$ cat config.mk
export PLATFORM = sky130hd
export DESIGN_NAME = pipe_de_stage_flat
export DESIGN_NICKNAME = d
export VERILOG_FILES = /design/src/rtl/pipe_de_stage_if.sv /design/src/rtl/pipe_de_stage.sv /design/src/flat_wrapper.sv
export SDC_FILE = /design/constraint.sdc
export NUM_CORES = 1
export LEC_CHECK = 0
export CORE_MARGIN = 4
export CORE_UTILIZATION = 32
export DETAILED_ROUTE_END_ITERATION = 10
export GPL_TIMING_DRIVEN = 0
export PLACE_DENSITY = 0.68
export SYNTH_ARGS = -nofsm -noshare
export SYNTH_HDL_FRONTEND = slang
export SYNTH_SLANG_ARGS = --single-unit
$ cat constraint.sdc
create_clock -name clock -period 2.55 [get_ports clock]
set_input_delay 0.51 -clock clock [delete_from_list [all_inputs] [get_ports clock]]
set_output_delay 0.51 -clock clock [all_outputs]
set_load 0.02 [all_outputs]
$ cat src/rtl/pipe_de_stage_if.sv
// Decode->execute bus: ID-side d* fields in, EX-side e* fields out.
// The ID side (or a bench) uses master; the pipeline register uses slave.
interface pipe_de_stage_if #(
    parameter int unsigned DATA_W = 32,
    parameter int unsigned ALUC_W = 4,
    parameter int unsigned RN_W   = 5
);
    logic              dvalid;
    logic              dwreg;
    logic              dm2reg;
    logic              dwmem;
    logic              djal;
    logic              daluimm;
    logic              dshift;
    logic [ALUC_W-1:0] daluc;
    logic [DATA_W-1:0] dpc4;
    logic [DATA_W-1:0] da;
    logic [DATA_W-1:0] db;
    logic [DATA_W-1:0] dimm;
    logic [RN_W-1:0]   drn;

    logic              evalid;
    logic              ewreg;
    logic              em2reg;
    logic              ewmem;
    logic              ejal;
    logic              ealuimm;
    logic              eshift;
    logic [ALUC_W-1:0] ealuc;
    logic [DATA_W-1:0] epc4;
    logic [DATA_W-1:0] ea;
    logic [DATA_W-1:0] eb;
    logic [DATA_W-1:0] eimm;
    logic [RN_W-1:0]   ern0;

    modport master (
        output dvalid, dwreg, dm2reg, dwmem, djal, daluimm, dshift,
               daluc, dpc4, da, db, dimm, drn,
        input  evalid, ewreg, em2reg, ewmem, ejal, ealuimm, eshift,
               ealuc, epc4, ea, eb, eimm, ern0
    );

    modport slave (
        input  dvalid, dwreg, dm2reg, dwmem, djal, daluimm, dshift,
               daluc, dpc4, da, db, dimm, drn,
        output evalid, ewreg, em2reg, ewmem, ejal, ealuimm, eshift,
               ealuc, epc4, ea, eb, eimm, ern0
    );
endinterface

$ cat src/rtl/pipe_de_stage.sv
// Decode->execute pipeline register with valid bit, stall/flush control and
// saturating stall/bubble performance counters.
module pipe_de_stage #(
    parameter int unsigned DATA_W = 32,
    parameter int unsigned ALUC_W = 4,
    parameter int unsigned RN_W   = 5,
    parameter int unsigned CNT_W  = 16
) (
    input  logic             clock,
    input  logic             resetn,
    pipe_de_stage_if.slave   bus,
    input  logic             stall,
    input  logic             flush,
    input  logic             cnt_clr,
    output logic [CNT_W-1:0] stall_cnt,
    output logic [CNT_W-1:0] bubble_cnt
);
    typedef enum logic [1:0] {
        ACT_LOAD  = 2'd0,
        ACT_STALL = 2'd1,
        ACT_FLUSH = 2'd2
    } act_e;

    act_e act;
    logic stall_inc;
    logic bubble_inc;

    logic              valid_q;
    logic              wreg_q;
    logic              m2reg_q;
    logic              wmem_q;
    logic              jal_q;
    logic              aluimm_q;
    logic              shift_q;
    logic [ALUC_W-1:0] aluc_q;
    logic [DATA_W-1:0] pc4_q;
    logic [DATA_W-1:0] a_q;
    logic [DATA_W-1:0] b_q;
    logic [DATA_W-1:0] imm_q;
    logic [RN_W-1:0]   rn_q;
    logic [CNT_W-1:0]  stall_q;
    logic [CNT_W-1:0]  bubble_q;

    // Flush beats stall beats load; a load of an invalid slot is also a bubble.
    always_comb begin
        act = ACT_LOAD;
        if (flush) begin
            act = ACT_FLUSH;
        end else if (stall) begin
            act = ACT_STALL;
        end
        stall_inc  = (act == ACT_STALL);
        bubble_inc = (act == ACT_FLUSH) || ((act == ACT_LOAD) && !bus.dvalid);
    end

    // Side-effecting controls are gated by valid so evalid=0 never leaks a write.
    always_ff @(posedge clock or negedge resetn) begin
        if (!resetn) begin
            valid_q <= 1'b0;
            wreg_q  <= 1'b0;
            m2reg_q <= 1'b0;
            wmem_q  <= 1'b0;
            jal_q   <= 1'b0;
        end else begin
            case (act)
                ACT_FLUSH: begin
                    valid_q <= 1'b0;
                    wreg_q  <= 1'b0;
                    m2reg_q <= 1'b0;
                    wmem_q  <= 1'b0;
                    jal_q   <= 1'b0;
                end
                ACT_LOAD: begin
                    valid_q <= bus.dvalid;
                    wreg_q  <= bus.dwreg  & bus.dvalid;
                    m2reg_q <= bus.dm2reg & bus.dvalid;
                    wmem_q  <= bus.dwmem  & bus.dvalid;
                    jal_q   <= bus.djal   & bus.dvalid;
                end
                default: ;
            endcase
        end
    end

    // Datapath fields only move on a load; flush leaves them as don't-care history.
    always_ff @(posedge clock or negedge resetn) begin
        if (!resetn) begin
            aluimm_q <= 1'b0;
            shift_q  <= 1'b0;
            aluc_q   <= '0;
            pc4_q    <= '0;
            a_q      <= '0;
            b_q      <= '0;
            imm_q    <= '0;
            rn_q     <= '0;
        end else if (act == ACT_LOAD) begin
            aluimm_q <= bus.daluimm;
            shift_q  <= bus.dshift;
            aluc_q   <= bus.daluc;
            pc4_q    <= bus.dpc4;
            a_q      <= bus.da;
            b_q      <= bus.db;
            imm_q    <= bus.dimm;
            rn_q     <= bus.drn;
        end
    end

    always_ff @(posedge clock or negedge resetn) begin
        if (!resetn) begin
            stall_q <= '0;
        end else if (cnt_clr) begin
            stall_q <= '0;
        end else if (stall_inc && (stall_q != '1)) begin
            stall_q <= stall_q + 1'b1;
        end
    end

    always_ff @(posedge clock or negedge resetn) begin
        if (!resetn) begin
            bubble_q <= '0;
        end else if (cnt_clr) begin
            bubble_q <= '0;
        end else if (bubble_inc && (bubble_q != '1)) begin
            bubble_q <= bubble_q + 1'b1;
        end
    end

    assign bus.evalid  = valid_q;
    assign bus.ewreg   = wreg_q;
    assign bus.em2reg  = m2reg_q;
    assign bus.ewmem   = wmem_q;
    assign bus.ejal    = jal_q;
    assign bus.ealuimm = aluimm_q;
    assign bus.eshift  = shift_q;
    assign bus.ealuc   = aluc_q;
    assign bus.epc4    = pc4_q;
    assign bus.ea      = a_q;
    assign bus.eb      = b_q;
    assign bus.eimm    = imm_q;
    assign bus.ern0    = rn_q;
    assign stall_cnt   = stall_q;
    assign bubble_cnt  = bubble_q;
endmodule

$ cat src/flat_wrapper.sv
// flat-port wrapper written by rule: the top's interface ports become plain ports
module pipe_de_stage_flat 
#(
    parameter int unsigned DATA_W = 32,
    parameter int unsigned ALUC_W = 4,
    parameter int unsigned RN_W   = 5,
    parameter int unsigned CNT_W  = 16
)
  (clock, resetn, stall, flush, cnt_clr, stall_cnt, bubble_cnt, bus_dvalid, bus_dwreg, bus_dm2reg, bus_dwmem, bus_djal, bus_daluimm, bus_dshift, bus_daluc, bus_dpc4, bus_da, bus_db, bus_dimm, bus_drn, bus_evalid, bus_ewreg, bus_em2reg, bus_ewmem, bus_ejal, bus_ealuimm, bus_eshift, bus_ealuc, bus_epc4, bus_ea, bus_eb, bus_eimm, bus_ern0);
  pipe_de_stage_if #(.DATA_W(DATA_W), .ALUC_W(ALUC_W), .RN_W(RN_W)) bus_i ();
  input  logic clock;
  input  logic resetn;
  input  logic stall;
  input  logic flush;
  input  logic cnt_clr;
  output logic [CNT_W-1:0] stall_cnt;
  output logic [CNT_W-1:0] bubble_cnt;
  input wire logic [$bits(bus_i.dvalid)-1:0] bus_dvalid;
  input wire logic [$bits(bus_i.dwreg)-1:0] bus_dwreg;
  input wire logic [$bits(bus_i.dm2reg)-1:0] bus_dm2reg;
  input wire logic [$bits(bus_i.dwmem)-1:0] bus_dwmem;
  input wire logic [$bits(bus_i.djal)-1:0] bus_djal;
  input wire logic [$bits(bus_i.daluimm)-1:0] bus_daluimm;
  input wire logic [$bits(bus_i.dshift)-1:0] bus_dshift;
  input wire logic [$bits(bus_i.daluc)-1:0] bus_daluc;
  input wire logic [$bits(bus_i.dpc4)-1:0] bus_dpc4;
  input wire logic [$bits(bus_i.da)-1:0] bus_da;
  input wire logic [$bits(bus_i.db)-1:0] bus_db;
  input wire logic [$bits(bus_i.dimm)-1:0] bus_dimm;
  input wire logic [$bits(bus_i.drn)-1:0] bus_drn;
  output wire logic [$bits(bus_i.evalid)-1:0] bus_evalid;
  output wire logic [$bits(bus_i.ewreg)-1:0] bus_ewreg;
  output wire logic [$bits(bus_i.em2reg)-1:0] bus_em2reg;
  output wire logic [$bits(bus_i.ewmem)-1:0] bus_ewmem;
  output wire logic [$bits(bus_i.ejal)-1:0] bus_ejal;
  output wire logic [$bits(bus_i.ealuimm)-1:0] bus_ealuimm;
  output wire logic [$bits(bus_i.eshift)-1:0] bus_eshift;
  output wire logic [$bits(bus_i.ealuc)-1:0] bus_ealuc;
  output wire logic [$bits(bus_i.epc4)-1:0] bus_epc4;
  output wire logic [$bits(bus_i.ea)-1:0] bus_ea;
  output wire logic [$bits(bus_i.eb)-1:0] bus_eb;
  output wire logic [$bits(bus_i.eimm)-1:0] bus_eimm;
  output wire logic [$bits(bus_i.ern0)-1:0] bus_ern0;
  assign bus_i.dvalid = bus_dvalid;
  assign bus_i.dwreg = bus_dwreg;
  assign bus_i.dm2reg = bus_dm2reg;
  assign bus_i.dwmem = bus_dwmem;
  assign bus_i.djal = bus_djal;
  assign bus_i.daluimm = bus_daluimm;
  assign bus_i.dshift = bus_dshift;
  assign bus_i.daluc = bus_daluc;
  assign bus_i.dpc4 = bus_dpc4;
  assign bus_i.da = bus_da;
  assign bus_i.db = bus_db;
  assign bus_i.dimm = bus_dimm;
  assign bus_i.drn = bus_drn;
  assign bus_evalid = bus_i.evalid;
  assign bus_ewreg = bus_i.ewreg;
  assign bus_em2reg = bus_i.em2reg;
  assign bus_ewmem = bus_i.ewmem;
  assign bus_ejal = bus_i.ejal;
  assign bus_ealuimm = bus_i.ealuimm;
  assign bus_eshift = bus_i.eshift;
  assign bus_ealuc = bus_i.ealuc;
  assign bus_epc4 = bus_i.epc4;
  assign bus_ea = bus_i.ea;
  assign bus_eb = bus_i.eb;
  assign bus_eimm = bus_i.eimm;
  assign bus_ern0 = bus_i.ern0;
  pipe_de_stage #(.DATA_W(DATA_W), .ALUC_W(ALUC_W), .RN_W(RN_W), .CNT_W(CNT_W)) u_core (.clock(clock), .resetn(resetn), .bus(bus_i), .stall(stall), .flush(flush), .cnt_clr(cnt_clr), .stall_cnt(stall_cnt), .bubble_cnt(bubble_cnt));
endmodule
==> out/qor.txt, run 1 <==
status -> finished, final reports clean
DP Worst Slack -> -0.420 ns
Die W -> 158 um
Post-CTS Setup Inserts -> 0
CP peak stage delay -> 0.48 ns
Final min period -> 2.19 ns
CP required -> 2.85 ns
syn nets -> 668
Area growth, synth to finish -> 58.6%
critical path, cell by cell -> clkdlybuf4s50_1, buf_2, o21bai_1, nand3_2, or3_1, o311a_1
wire length on met1 -> 8050 um
Synth area leader -> dfrtp_1
Worst Tran Pin Value -> 0.675 ns
min-delay worst type -> in -> async
Worst Path Arrival -> 2.49 ns
die height -> 158 um
pin count of the biggest net entering global routing -> 98
dpl cell area -> 10,800 um2
Die Footprint -> 25,000 um2
Setup violations, final -> 0
CORE AREA -> 22,000 um2
Setup crit end kind -> flop
max_cap viols -> 0
Final Max Tran Viols -> 0
Reg2Reg Setup Slack -> 0.55 ns
fin util -> 0.519
CTS Sinks -> 176
IO Count -> 325
Antenna Cells -> 0
DRC -> 0
multiplexer area fraction after synthesis -> 0.234
CP startpoint kind -> primary input
clock tree buffer depth -> 2
Worst Clk Skew -> 0.00341 ns
Max stage delay cell, worst path -> clkdlybuf4s50_1
Overall Global Routing Usage -> 0.163
WL met3 -> 1780 um
Clock Latency Late Sink -> 0.42 ns
leading cell type in the layout, fill and taps excluded -> clkdlybuf4s50_1
Cell Pwr Density -> 689 nW/um2
first-pass GRT wire length -> 31,900 um
Mapped Cells -> 517
fmax -> 457 MHz
EDFF count, synth -> 0
Simple-Gate Fraction of Synth Area -> 0.0779
Relative slew margins -> 0.550
Final WS setup -> 0.362 ns
Synth Area in Compound Gates -> 0.0540
RSZ-0062 raised after global routing -> false
H-tree depth -> 4
Root Buffer -> clkbuf_16
DR WL/cell -> 17.7 um
Critical Path Fanout Max -> 10
Storage cell area -> 4400 um2
Worst Path Class, Setup -> in -> reg
CTS tree -> built
post-synth top area share -> 0.611
YS warnings -> 0
fin nets -> 1,011
footprint of the multi-input gates -> 2660 um2
final worst-path cycle share -> 0.858
top post-synthesis cells by area -> dfrtp_1, mux2_2, a21oi_1, buf_2, nor2b_1
vias in the first global route -> 5,879
First-pass DRT Iterations -> 6
Mapped Area -> 7210 um2
GR Overflow Total -> 0
WL met2 -> 10,400 um
initial core utilization -> 0.327
Seq/Total Area, Yosys -> 0.611
adder-cell area share of the yosys netlist -> 0.00347
antenna-violating nets left -> 0
r2r endpoint -> u_core.stall_cnt[9]
Leak -> 4.65 nW
flop and latch count out of synthesis -> 176
clk slew on worst S/H paths -> 0.07 ns
FP Rows -> 54
final WL -> 20,400 um
R2R cell count -> 5
ratio of cells with drive above 1 in the final layout -> 0.235
DPL Wire Length -> 15,500 um
largest family of logic cells by synthesized area -> multiplexers
Fill cells -> 1,905
initial antenna violation count -> 0
Hold Vio Cnt, Final -> 0
Max VDD drop -> 0.387 mV
commonest non-fill, non-tap cells in the layout -> clkdlybuf4s50_1, dfrtp_1, mux2_2, a21oi_1
XOR/XNOR Fraction of Synth Area -> 0
final instance area -> 11,400 um2
gpl congestion -> 0.757
routed vias -> 5,529
FF-to-FF Start -> u_core.stall_cnt[0]
Inserted Clock Buffers -> 17
Avg Cell Area, Syn -> 13.9 um2
drt initial violations -> 191
Via density -> 4.80
IO Port Bufs -> 323
post-synthesis cell type count -> 47
ys flop type -> dfrtp_1
DR top layer -> met4
async set-reset flop share out of synthesis -> 1.00
-- flip-flops by register name (all words and copies together), names as in the netlist, 4 cells and up --
register,count
u_core.bus.ealuc,4
u_core.bus.ern0,5
u_core.bus.ea,32
u_core.bus.eimm,32
u_core.bus.eb,32
u_core.bus.epc4,32
u_core.bubble_cnt,16
u_core.stall_cnt,16
-- per-stage QoR --
stage / hold slack [ns] / power (mW) / std cells / setup TNS, ns
floorplan: 0.214 / 4.16 / 517 / 0
global placement: 0.489 / 5.26 / 1120 / -1215.45
detailed placement: 0.494 / 5.28 / 1121 / -39.66
CTS: 0.0627 / 8.01 / 1153 / 0
global route: 0.0822 / 8.25 / 1153 / 0
finish: 0.0433 / 7.88 / 1153 / 0
-- worst max-delay path: cells and delay by family --
kind / cells / cell delay (ns)
buf+inv: 2 / 0.68
compound gates: 2 / 0.63
simple gates: 2 / 0.67
-- layer usage --
layer / vias up / GRT usage
met3: 14 / 0.0585
met1: 2742 / 0.195
met2: 189 / 0.275
li1: 2584 / -
met5: - / 0
met4: 0 / 0.0467
-- power by group --
| group | switching, mW | internal (mW) | total [mW] |
|---|---|---|---|
| Sequential | 0.174 | 3.12 | 3.30 |
| Combinational | 0.854 | 1.05 | 1.90 |
| Clock | 1.25 | 1.43 | 2.68 |
-- cells by family after synthesis --
logic type | Yosys count
DFF | 176
buffers and inverters | 33
muxes | 150
AOI/OAI and AO/OA | 59
adders and majority gates | 2
and+or+nand+nor | 97
-- synth_stat cells, drive strengths merged (2+ instances only) --
library cell,n
a211oi,4
inv,6
o31ai,5
nor2b,11
nand3,11
a31oi,4
clkbuf,8
nand4,4
nor2,17
a21oi,21
nor3,5
o41ai,5
nor4,3
or4,7
dfrtp,176
mux2,148
and3,5
a22oi,4
buf,19
and4,6
ha,2
nand2,16
mux2i,2
or3,4
o21ai,6
-- repair_timing --
action / CTS / global route
hold endpoints to repair: 0 / 0
resized for setup: 0 / 2
endpoints found under the setup margin: 0 / 55
hold buffers: 0 / 0
-- final cells by class --
| type | instances | area share |
|---|---|---|
| Buffer | 27 | 0.0108 |
| Clock buffer | 18 | 0.0384 |
| Sequential cell | 176 | 0.385 |
| Inverter | 6 | 0.00197 |
| Multi-Input combinational cell | 308 | 0.233 |
| Tap cell | 280 | 0.0306 |
| Timing Repair Buffer | 324 | 0.286 |
| Clock inverter | 14 | 0.0147 |
-- how the worst max path moves through the flow --
stage                              from               endpoint  slack [ns]
floorplan           u_core.stall_cnt[0]    u_core.stall_cnt[9]        0.66
global placement                 resetn      u_core.bus.ea[31]       -6.70
detailed placement                stall      u_core.bus.ea[25]       -0.42
CTS                               stall      u_core.bus.ea[23]        0.04
global route                      stall      u_core.bus.ea[20]        0.19
finish                            flush  u_core.bubble_cnt[15]        0.36
(Power assumes the default switching activity.)
==> run 2: changes to the inputs <==
CORE_ASPECT_RATIO = 0.8   (was default)
PLACE_DENSITY = 0.74   (was 0.68)
RECOVER_POWER = 100   (was default)
==> out/qor.txt, run 2 (synthesis results as in run 1) <==
dpl cell area -> 10,900 um2
ratio of cells with drive above 1 in the final layout -> 0.226
final instance area -> 11,400 um2
# placed instances -> 1,141
max_cap viols -> 1
min-delay worst type -> in -> async
Die Footprint -> 25,000 um2
CP startpoint kind -> primary input
Worst Path Class, Setup -> in -> reg
fmax -> 414 MHz
FF-to-FF Start -> u_core.bubble_cnt[7]
FP Rows -> 48
Setup crit end kind -> flop
pin count of the biggest net entering global routing -> 111
Die W -> 176 um
IO Count -> 325
Clk pwr share -> 0.338
combinational group share of total power -> 0.234
Max VDD drop -> 0.457 mV
Worst Path Arrival -> 2.72 ns
vias in the first global route -> 5,852
total chip power -> 7.65 mW
Via density -> 4.73
RSZ-0062 raised after global routing -> false
Final Max Tran Viols -> 110
Hold Slack -> 0.462 ns
IO Port Bufs -> 323
gpl congestion -> 0.803
CTS Hold Buffers Added -> 0
initial antenna violation count -> 0
clk slew on worst S/H paths -> 0.07 ns
Cell Pwr Density -> 670 nW/um2
Overall Global Routing Usage -> 0.166
failing checks -> capacitance limit, slew limit
Clock Latency Late Sink -> 0.42 ns
Critical Path Fanout Max -> 10
first-pass GRT wire length -> 32,900 um
commonest non-fill, non-tap cells in the layout -> dlygate4sd3_1, dfrtp_1, mux2_2, clkdlybuf4s50_1, a21oi_1
Reg power frac -> 0.429
setup TNS -> 0 ns
H-tree depth -> 4
Setup violations, final -> 0
internal power -> 5.36 mW
switching power -> 2.29 mW
DPL Wire Length -> 16,200 um
Leak -> 4.79 nW
clock tree buffer depth -> 2
final WL -> 21,200 um
Worst Tran Pin Value -> 1.56 ns
DRC -> 0
status -> complete, but fails checks
final worst-path cycle share -> 0.946
fin util -> 0.522
Hold Vio Cnt, Final -> 0
antenna-violating nets left -> 0
cts repair resizes -> 1
Final min period -> 2.41 ns
CTS tree -> built
GR Overflow Total -> 0
routed vias -> 5,547
initial core utilization -> 0.330
die height -> 142 um
Antenna Cells -> 0
drt initial violations -> 259
Root Buffer -> clkbuf_16
fin nets -> 1,011
CP required -> 2.85 ns
Area growth, synth to finish -> 58.3%
Worst Clk Skew -> 0.00909 ns
switching share of total power -> 0.299
Final Instance Count excl. Fillers -> 1,173
worst setup path start -> flush
CORE AREA -> 21,900 um2
Inserted Clock Buffers -> 17
DR WL/cell -> 18.1 um
CTS Sinks -> 176
DP Worst Slack -> -0.447 ns
First-pass DRT Iterations -> 5
Final WS setup -> 0.137 ns
Relative slew margins -> -0.0400
Post-CTS Setup Inserts -> 0
[run 2: changes by cell type in the layout (fill, tap and decap cells not counted), moves of 2 or more]
| cell | change |
|---|---|
| buf_1 | -2 |
| buf_2 | -14 |
| clkbuf_1 | +5 |
| clkbuf_2 | +11 |
| clkdlybuf4s50_1 | -176 |
| clkinv_8 | +2 |
| dlygate4sd3_1 | +176 |
[run 2: power groups by stage]
stage | Combinational [mW] | Sequential [mW] | Clock [mW]
2_1_floorplan | 0.395 | 3.77 | 0
3_3_place_gp | 1.91 | 3.34 | 0
3_5_place_dp | 1.94 | 3.35 | 0
4_1_cts | 1.95 | 3.30 | 2.67
5_1_grt | 1.90 | 3.33 | 2.78
6_report | 1.79 | 3.28 | 2.58
[run 2: path summary, 6_finish.rpt]
kind	depth (start not counted)	slack [ns]	end
setup reg to reg	5	0.24	u_core.bubble_cnt[0]
hold / removal	1	0.46	u_core.bus.eshift
min in group clock	1	0.50	u_core.bus.epc4[10]
setup / recovery	6	0.14	u_core.bubble_cnt[15]
hold reg to reg	1	0.50	u_core.bus.epc4[10]
max in group asynchronous	2	1.05	u_core.bus.epc4[28]
[run 2: worst max-delay path, stage by stage]
cell	delay [ns]
clkdlybuf4s50_1	0.46
clkbuf_1	0.32
o21bai_1	0.29
nand3_1	0.34
or3_1	0.43
o311a_1	0.36
[run 2: final cells by class]
| type | instances | area (um2) |
|---|---|---|
| fillers | 1933 | 10400 |
| flip-flops and latches | 176 | 4400 |
| repair buffers | 324 | 3260 |
| multi-input cells | 308 | 2650 |
| clock buffers | 17 | 425 |
| well taps | 300 | 375 |
| clock inverters | 15 | 164 |
| plain buffers | 27 | 120 |
| inverters | 6 | 22.5 |
[run 2: routing by layer]
layer | global-route usage | part of all wire | routed length [um]
met2 | 0.273 | 0.48 | 10200
met5 | 0 | 0 | 0
met3 | 0.0558 | 0.074 | 1570
met4 | 0.0472 | 0.017 | 364
met1 | 0.211 | 0.43 | 9040
